File: src/rtl/pulse_generator_pkg.sv
// -----------------------------------------------------------------------------
// pulse_generator_pkg
// Shared definitions for the heartbeat/code pulse transmitter. The state
// encoding lives here, not inside the transmitter, so that pulse_detection
// and command can name the same states and burst-length width.
// -----------------------------------------------------------------------------
package pulse_generator_pkg;

  // State encoding, visible by name to neighbouring blocks.
  localparam logic [1:0] PG_ST_IDLE  = 2'd0;
  localparam logic [1:0] PG_ST_HEART = 2'd1;
  localparam logic [1:0] PG_ST_BURST = 2'd2;
  localparam logic [1:0] PG_ST_GAP   = 2'd3;

  // Width of the burst code length (0..15 pulses).
  localparam int BURST_LEN_W = 4;

  typedef enum logic [1:0] {
    ST_IDLE  = PG_ST_IDLE,
    ST_HEART = PG_ST_HEART,
    ST_BURST = PG_ST_BURST,
    ST_GAP   = PG_ST_GAP
  } pg_state_e;

  // The transmitter is busy while a code burst or its trailing gap is
  // in progress.
  function automatic logic state_busy(input pg_state_e s);
    return (s == ST_BURST) || (s == ST_GAP);
  endfunction

endpackage

File: src/rtl/pulse_generator.sv
// -----------------------------------------------------------------------------
// pulse_generator
// Heartbeat/code pulse transmitter for one CPU channel. While enabled it
// emits a continuous PERIOD-cycle square wave with HIGH cycles high. On a
// burst_req/burst_ack handshake it sends burst_len full-period pulses that
// encode a status code, followed by GAP silent cycles.
//
// Ports
//   clk        in   system clock
//   rst_n      in   synchronous, active-low reset
//   enable     in   level; heartbeat runs while high
//   burst_req  in   level; held high by the requester until burst_ack
//   burst_len  in   number of code pulses, sampled on the acceptance cycle
//   burst_ack  out  one-cycle strobe on burst acceptance
//   busy       out  high while a burst or its gap is in progress
//   pulse      out  registered line output
//
// State  | meaning
// -------+------------------------------------------------------------
// IDLE   | line low, waiting for enable or a burst request
// HEART  | free-running heartbeat, cnt runs 0..PERIOD-1
// BURST  | code pulses, pcnt holds pulses still to send
// GAP    | line low for GAP cycles after a burst, cnt runs 0..GAP-1
// -----------------------------------------------------------------------------
module pulse_generator
  import pulse_generator_pkg::*;
#(
  parameter int PERIOD = 50000,
  parameter int HIGH   = 25000,
  parameter int GAP    = 200000,
  parameter int CNT_W  = 20
) (
  input  logic                   clk,
  input  logic                   rst_n,
  input  logic                   enable,
  input  logic                   burst_req,
  input  logic [BURST_LEN_W-1:0] burst_len,
  output logic                   burst_ack,
  output logic                   busy,
  output logic                   pulse
);

  localparam logic [CNT_W-1:0]       C_PERIOD_LAST = CNT_W'(PERIOD - 1);
  localparam logic [CNT_W-1:0]       C_GAP_LAST    = CNT_W'(GAP - 1);
  localparam logic [CNT_W-1:0]       C_HIGH        = CNT_W'(HIGH);
  localparam logic [CNT_W-1:0]       C_CNT_ONE     = CNT_W'(1);
  localparam logic [BURST_LEN_W-1:0] C_PCNT_ONE    = BURST_LEN_W'(1);

  pg_state_e              r_state;
  pg_state_e              w_state_nxt;
  logic [CNT_W-1:0]       r_cnt;
  logic [CNT_W-1:0]       w_cnt_nxt;
  logic [BURST_LEN_W-1:0] r_pcnt;
  logic [BURST_LEN_W-1:0] w_pcnt_nxt;

  logic r_pulse;
  logic r_ack;
  logic r_busy;
  logic w_pulse_nxt;
  logic w_ack_nxt;
  logic w_busy_nxt;

  logic w_period_wrap;
  logic w_gap_wrap;
  logic w_accept;

  assign w_period_wrap = (r_cnt == C_PERIOD_LAST);
  assign w_gap_wrap    = (r_cnt == C_GAP_LAST);

  // Requests are only taken from IDLE or at a heartbeat period boundary,
  // so an accepted burst never truncates a heartbeat pulse.
  assign w_accept = burst_req &&
                    ((r_state == ST_IDLE) ||
                     ((r_state == ST_HEART) && w_period_wrap));

  // ---------------------------------------------------------------------------
  // Next-state, counter and pulse-count logic
  // ---------------------------------------------------------------------------
  always_comb begin
    w_state_nxt = r_state;
    w_cnt_nxt   = r_cnt;
    w_pcnt_nxt  = r_pcnt;
    w_ack_nxt   = 1'b0;

    case (r_state)
      ST_IDLE: begin
        w_cnt_nxt = '0;
        if (enable) begin
          w_state_nxt = ST_HEART;
        end
      end

      ST_HEART: begin
        if (w_period_wrap) begin
          w_cnt_nxt = '0;
          if (!enable) begin
            w_state_nxt = ST_IDLE;
          end
        end else begin
          w_cnt_nxt = r_cnt + C_CNT_ONE;
        end
      end

      ST_BURST: begin
        if (w_period_wrap) begin
          w_cnt_nxt = '0;
          // pcnt is never 0 here (zero-length bursts skip BURST), but
          // treating <=1 as last keeps a corrupted count from looping.
          if (r_pcnt <= C_PCNT_ONE) begin
            w_pcnt_nxt  = '0;
            w_state_nxt = ST_GAP;
          end else begin
            w_pcnt_nxt = r_pcnt - C_PCNT_ONE;
          end
        end else begin
          w_cnt_nxt = r_cnt + C_CNT_ONE;
        end
      end

      ST_GAP: begin
        if (w_gap_wrap) begin
          w_cnt_nxt   = '0;
          // A request still pending here waits for the next IDLE or
          // heartbeat wrap; that gives the requester GAP cycles to drop it.
          w_state_nxt = enable ? ST_HEART : ST_IDLE;
        end else begin
          w_cnt_nxt = r_cnt + C_CNT_ONE;
        end
      end

      default: begin
        w_state_nxt = ST_IDLE;
        w_cnt_nxt   = '0;
        w_pcnt_nxt  = '0;
      end
    endcase

    // Acceptance overrides the plain transitions above and restarts the
    // period so the first code pulse starts high on the acceptance edge.
    if (w_accept) begin
      w_ack_nxt   = 1'b1;
      w_cnt_nxt   = '0;
      w_pcnt_nxt  = burst_len;
      w_state_nxt = (burst_len == '0) ? ST_GAP : ST_BURST;
    end
  end

  // Outputs are derived from the next state/count so the registered line
  // lines up with the counter it belongs to.
  always_comb begin
    w_pulse_nxt = 1'b0;
    if ((w_state_nxt == ST_HEART) || (w_state_nxt == ST_BURST)) begin
      w_pulse_nxt = (w_cnt_nxt < C_HIGH);
    end
    w_busy_nxt = state_busy(w_state_nxt);
  end

  // ---------------------------------------------------------------------------
  // FSM and counters
  // ---------------------------------------------------------------------------
  always_ff @(posedge clk) begin
    if (!rst_n) begin
      r_state <= ST_IDLE;
      r_cnt   <= '0;
      r_pcnt  <= '0;
    end else begin
      r_state <= w_state_nxt;
      r_cnt   <= w_cnt_nxt;
      r_pcnt  <= w_pcnt_nxt;
    end
  end

  // ---------------------------------------------------------------------------
  // Registered output stage
  // ---------------------------------------------------------------------------
  always_ff @(posedge clk) begin
    if (!rst_n) begin
      r_pulse <= 1'b0;
      r_ack   <= 1'b0;
      r_busy  <= 1'b0;
    end else begin
      r_pulse <= w_pulse_nxt;
      r_ack   <= w_ack_nxt;
      r_busy  <= w_busy_nxt;
    end
  end

  assign pulse     = r_pulse;
  assign burst_ack = r_ack;
  assign busy      = r_busy;

endmodule

File: config.mk
export PLATFORM = sky130hd
export DESIGN_NAME = pulse_generator
export DESIGN_NICKNAME = d
export VERILOG_FILES = /design/src/rtl/pulse_generator_pkg.sv /design/src/rtl/pulse_generator.sv
export SDC_FILE = /design/constraint.sdc
export NUM_CORES = 1
export LEC_CHECK = 0
export ABC_AREA = 1
export CAP_MARGIN = 25
export CELL_PAD_IN_SITES_DETAIL_PLACEMENT = 0
export CELL_PAD_IN_SITES_GLOBAL_PLACEMENT = 1
export CORE_UTILIZATION = 46
export DETAILED_ROUTE_END_ITERATION = 8
export HOLD_SLACK_MARGIN = 0.06
export PLACE_DENSITY = 0.9
export SYNTH_ARGS = -nofsm -noshare
export SYNTH_HDL_FRONTEND = slang
export SYNTH_SLANG_ARGS = --single-unit
File: constraint.sdc
create_clock -name clk -period 4.3 [get_ports clk]
set_clock_uncertainty 0.15 [all_clocks]
set_input_delay 0.43 -clock clk [delete_from_list [all_inputs] [get_ports clk]]
set_output_delay 0.43 -clock clk [all_outputs]
set_load 0.005 [all_outputs]
After elaboration in Yosys (flattened, before gate mapping)
Cells that the tools add are included.
W data, S select, Z words.
{"block": "totals", "n_memories": 0, "latchBits": 0, "mem_bits_ro": 0, "in_bits": 8, "regBits": 29, "output_inout_bits": 3, "word_cells": 49, "ram_bits": 0}
{"block": "op_classes", "div": 0, "reduce_logical": 12, "shifts": 0, "muxes": 19, "bitwise_logic": 0, "eq_ne": 8, "addsub": 2, "n_mul": 0, "magnitude_cmp": 2}
{"cell": "$mux W20", "n": 3}
{"cell": "$pmux W20 S3", "n": 1}
{"cell": "$add A20 B1 Y20 const B", "n": 1}
{"cell": "$eq A20 B16 Y1 const B", "n": 1}
{"cell": "$eq A20 B18 Y1 const B", "n": 1}
{"cell": "$lt A20 B15 Y1 const B", "n": 1}
{"cell": "$mux W4", "n": 4}
{"cell": "$mux W2", "n": 7}
{"cell": "$eq A2 B2 Y1 const B", "n": 4}
{"cell": "$pmux W2 S4", "n": 1}
{"cell": "$eq A2 B1 Y1 const B", "n": 2}
{"cell": "$le A4 B1 Y1 const B", "n": 1}
{"cell": "$logic_not A4 Y1", "n": 1}
{"cell": "$reduce_and A2 Y1", "n": 2}
{"cell": "$reduce_bool A2 Y1", "n": 2}
{"cell": "$sub A4 B1 Y4 const B", "n": 1}
{"cell": "$logic_or A1 B1 Y1", "n": 3}
{"cell": "$mux W1", "n": 3}
{"cell": "$logic_and A1 B1 Y1", "n": 2}
{"cell": "$logic_not A2 Y1", "n": 1}
{"cell": "$reduce_or A2 Y1", "n": 1}

Depth between registers and ports, before layout
{"block": "depth", "ltp_word": 8, "mapped_depth": 19}

Worst setup path after synthesis
No wires, ideal clock.
{"block": "synth_path", "path_type": "register to register", "startpoint": "register r_cnt[0]", "endpoint": "register r_pulse, in the netlist pulse", "setup_ns": 0.056, "required_time_ns": 4.094, "path_slack_ns": 1.880, "path_buffers": 0, "stages_incl_launch_ff": 19, "synth_period_minus_slack_ns": 2.420, "t_arrival_ns": 2.215, "cell_sequence": "dfxtp_1 ha_1 nand3_4 inv_4 nand3_2 o21ai_0 nand3b_1 nand2_1 nand2_1 nand2_1 nand2_1 inv_1 ha_1 or2_2 nor2_1 nand2_1 nor2_1 nand2_1 inv_1"}
{"block": "synth_between", "elab_chain_len": 8}
{"element": "start, declared", "line": "pulse_generator.sv:51", "rtl": "logic [CNT_W-1:0] r_cnt;"}
{"element": "start signal, assigned", "line": "pulse_generator.sv:168", "rtl": "r_cnt <= w_cnt_nxt;"}
{"element": "branches (longest 4 deep; another with $eq A20 B18 Y1)"}
{"element": "$mux W2 (*)", "line": "pulse_generator.sv:140", "rtl": "if (w_accept) begin"}
{"element": "via w_state_nxt[0]", "line": "pulse_generator.sv:50", "rtl": "pg_state_e w_state_nxt;"}
{"element": "$eq A2 B1 Y1 or $eq A2 B2 Y1 (tied branches)", "line": "pulse_generator.sv:152", "rtl": "if ((w_state_nxt == ST_HEART) || (w_state_nxt == ST_BURST)) begin"}
{"element": "$logic_or A1 B1 Y1 (*)", "line": "pulse_generator.sv:152"}
{"element": "$reduce_and A2 Y1 (no source line) (*)"}
{"element": "end signal, assigned", "line": "pulse_generator.sv:182", "rtl": "r_pulse <= w_pulse_nxt;"}
{"element": "end, declared", "line": "pulse_generator.sv:56", "rtl": "logic r_pulse;"}
Mark *: on every way through the listed nets, which the timed path passes.
A chain may end at the register's enable or synchronous reset.

Final worst setup path
Ends and elaborated chain as after synthesis.

==> run_results.csv <==
group,metric,value,unit
outcome,run_status,"finished, final reports clean",
worst_setup_path,critical_path.most_common_cell,"nand2_1",
finish,layout.cells.most_common,"nand2_1",
sta,worst-slew-pin-transition,0.368,ns
worst_setup_path,critical_path_class,"reg -> reg",
floorplanning,fp.dieArea,0.00487,mm²
worst_setup_path,cp_data_arrival_time,2.81,ns
floorplanning,io_pins,11,
floorplanning,core_footprint,0.00438,mm²
power,comb_power_share,0.225,
place,dpl_cell_area,0.00223,mm²
grt,maximum_number_of_pins_on_one_net_before_global_route_repair,15,
synthesis,synth_largest_area_cell,"dfxtp_1",
clocking,clock-root-buffer,"clkbuf_8",
finish,area_delta_synth_final,12.0,%
sta,timing.final.max_slew_violations,0,
hold_path,min_from,"r_cnt[0]",
synthesis,postSynth.asyncResetShare,0,
floorplanning,floorplan.die.width,69.8,µm
run,total_of_max_cap_violations,0,
synthesis,netlist_top_cells_area,"dfxtp_1, nand2_1, nor2_1, nand3_1, inv_1",
sta,setup-violations-final,0,
drt,vias_per_cell,5.31,
power,ir_drop,171,µV
power,switching_share,0.291,
clocking,clock_tree.buffer_depth,2,
drt,ant_nets,0,
drt,route.detailed.wl_per_inst,13.7,µm
finish,finalNonFillerCells,390,
worst_setup_path,critPathMaxFanout,8,
power,cell_internal_pwr,0.584,mW
grt,first_global_vias,2021,
sta,slew-limit-headroom,0.754,
clocking,cts_made_buffers,5,
place,globalplace.congestion,0.901,
clocking,cts_tree,"built",
synthesis,synth_enable_flop_cells,0,
drt,vias,2072,
clocking,clkSlewWorstSetupHoldPaths,0.07,ns
drt,drtIter0Drc,123,
worst_setup_path,cp.required,4.39,ns
worst_setup_path,timing.reg2reg.worst_path_depth,16,
drt,drt_wl_total,5.34,mm
worst_setup_path,critical_path.max_stage_delay,0.37,ns
sta,achievable-frequency,0.367,GHz
worst_setup_path,timing.critical_path.to_type,"register",
power,clock_power_share,0.417,
sta,final.min_clock_period,2.73,ns
clocking,cts-hold-fix-buffers,0,
synthesis,synth_largest_type_area_fraction,0.275,
worst_setup_path,startpoint_type,"register",
synthesis,synth_seq_area_share,0.275,
clocking,postCtsResizedCells,0,
grt,track_usage,0.239,
finish,post_route_cells_drive_above_1_share,0.112,
drt,drt_pre_antenna_iters,4,
worst_setup_path,r2r-start,"r_cnt[0]",
grt,grt.overflow.total,0,
place,port-buffer-count,10,
sta,timing_hold_violations_final,0,
sta,fin_tns_setup,0,ns
worst_setup_path,slowest_stage,"dfxtp_1",
synthesis,synth_fp_nets,343,
hold_path,min-delay-path-class,"reg -> reg",
finish,fin_area,0.00237,mm²
synthesis,cells_after_synthesis,325,
place,dp_hpwl,4.22,mm
clocking,worstSkewPairLatency,0.29,ns
synthesis,synth_top_flop_cell,"dfxtp_1",
synthesis,synth.distinct_cells,36,
synthesis,ys.warnings.count,0,
hold_path,holdPathEnd,"r_cnt[0]",
floorplanning,floorplan.initialDensity,0.482,
finish,mostFrequentLayoutCells,"nand2_1, nor2_1, inv_1",
clocking,cts.repair_timing.setup_buffer_count,0,
grt,grt_pass1_wl,9.25,mm
floorplanning,chipHeight,69.8,µm
sta,fin_crit_sh,0.634,
power,seq_power_share,0.359,
drt,drcViolationCount,0,
power,leakage,0.962,nW
clocking,cts.sink_count,29,
synthesis,syn-mean-instance-area,6.50,µm²
worst_setup_path,setup.reg_to_reg.worst_slack,1.57,ns
floorplanning,row_count,24,
place,place.detailed.instances,382,
power,power.switching,0.240,mW
clocking,clock_tree.htree_level_count,2,
sta,rsz0062_at_grt,"no",
power,pwr_density_cell,348,mW/mm²
worst_setup_path,timing.rr.end,"pulse",
hold_path,min_path_cells,1,
finish,design.final.nets,355,
grt,antenna_violations_before_repair,0,
finish,antenna_cells,0,
synthesis,syn_std_cell_area,0.00211,mm²
synthesis,ffs_latches_synth,29,
worst_setup_path,crit_chain,"ha_1 -> nand3_4 -> inv_4 -> nand4_4 -> a21boi_4 -> a31oi_1 -> nand2_1 -> nand2_1 -> inv_1 -> ha_1 -> or2_2 -> nor2_1 -> nand2_1 -> nor2_1 -> nand2_1 -> inv_1",
## metal layers
metal  track usage  wire [µm]  vias to the layer above
li1              -          -                     1074
met1         0.324       2570                      939
met2         0.376       2400                       53
met3        0.0436        287                        6
met4        0.0911         80                        0
met5             0          0                        -
## how the worst max path moves through the flow
stage | from | to | slack, ns
finish | r_cnt[0] | pulse | 1.57
global route | r_cnt[0] | pulse | 1.35
CTS | r_cnt[0] | pulse | 1.57
detailed placement | r_cnt[0] | pulse | 1.58
global placement | r_cnt[0] | pulse | 1.59
floorplan | r_cnt[0] | pulse | 1.88
## flip-flops by register name, summed over array words and instances, names as in the netlist
name       cells
burst_ack      1
pulse          1
r_cnt         20
r_pcnt         4
busy           1
r_state        2
## stage by stage
step,setup WS (ns),hold slack [ns],power (mW),util
6_report,1.57,0.309,0.824,0.540
2_1_floorplan,1.88,0.280,0.435,-
5_1_grt,1.35,0.345,0.870,0.540
3_3_place_gp,1.59,0.291,0.484,0.509
4_1_cts,1.57,0.316,0.831,0.540
3_5_place_dp,1.58,0.301,0.484,0.509
## synth_stat cells (2+ instances only)
cell and instances:
ha_1 10, nand4_1 10, nor2_1 58, buf_6 3, o21ai_0 11, a31oi_1 2, nand3b_1 3, a21oi_1 9
nand2_2 8, nor2_4 5, dfxtp_1 29, nor4_1 3, inv_2 5, xnor2_1 2, nor2_2 3, or2_2 2
nand2_1 66, inv_1 37, o21ai_1 7, nor3_1 7, xor2_1 3, nand3_1 28
## power by group through the flow
stage	sequential (mW)	clock, mW	combinational [mW]
6_report	0.296	0.344	0.185
3_3_place_gp	0.301	0	0.183
2_1_floorplan	0.300	0	0.135
5_1_grt	0.298	0.361	0.212
4_1_cts	0.295	0.352	0.184
3_5_place_dp	0.301	0	0.182
## kinds of logic after synthesis
logic type	synth area share
buffers and inverters	0.0989
and+or+nand+nor	0.452
adders and majority gates	0.0592
AOI/OAI and AO/OA	0.0947
xor gates and xnor gates	0.0207
DFF	0.275
## final cells by class
type / instances / area [µm²]
inverter: 43 / 164
clock inverter: 3 / 65.1
timing repair buffer: 10 / 100
tap: 52 / 65.1
multi-input combinational: 248 / 1320
clock buffer: 5 / 68.8
sequential: 29 / 581
fill: 441 / 2020
## critical path: cells and delay by family, from the launching register on
kind	cells	cell delay, ns
and+or+nand+nor	9	1.05
adders and majority gates	2	0.49
DFF	1	0.37
AOI/OAI and AO/OA	2	0.37
buffers and inverters	3	0.24
Note: power is estimated with default switching activity, not from simulation.
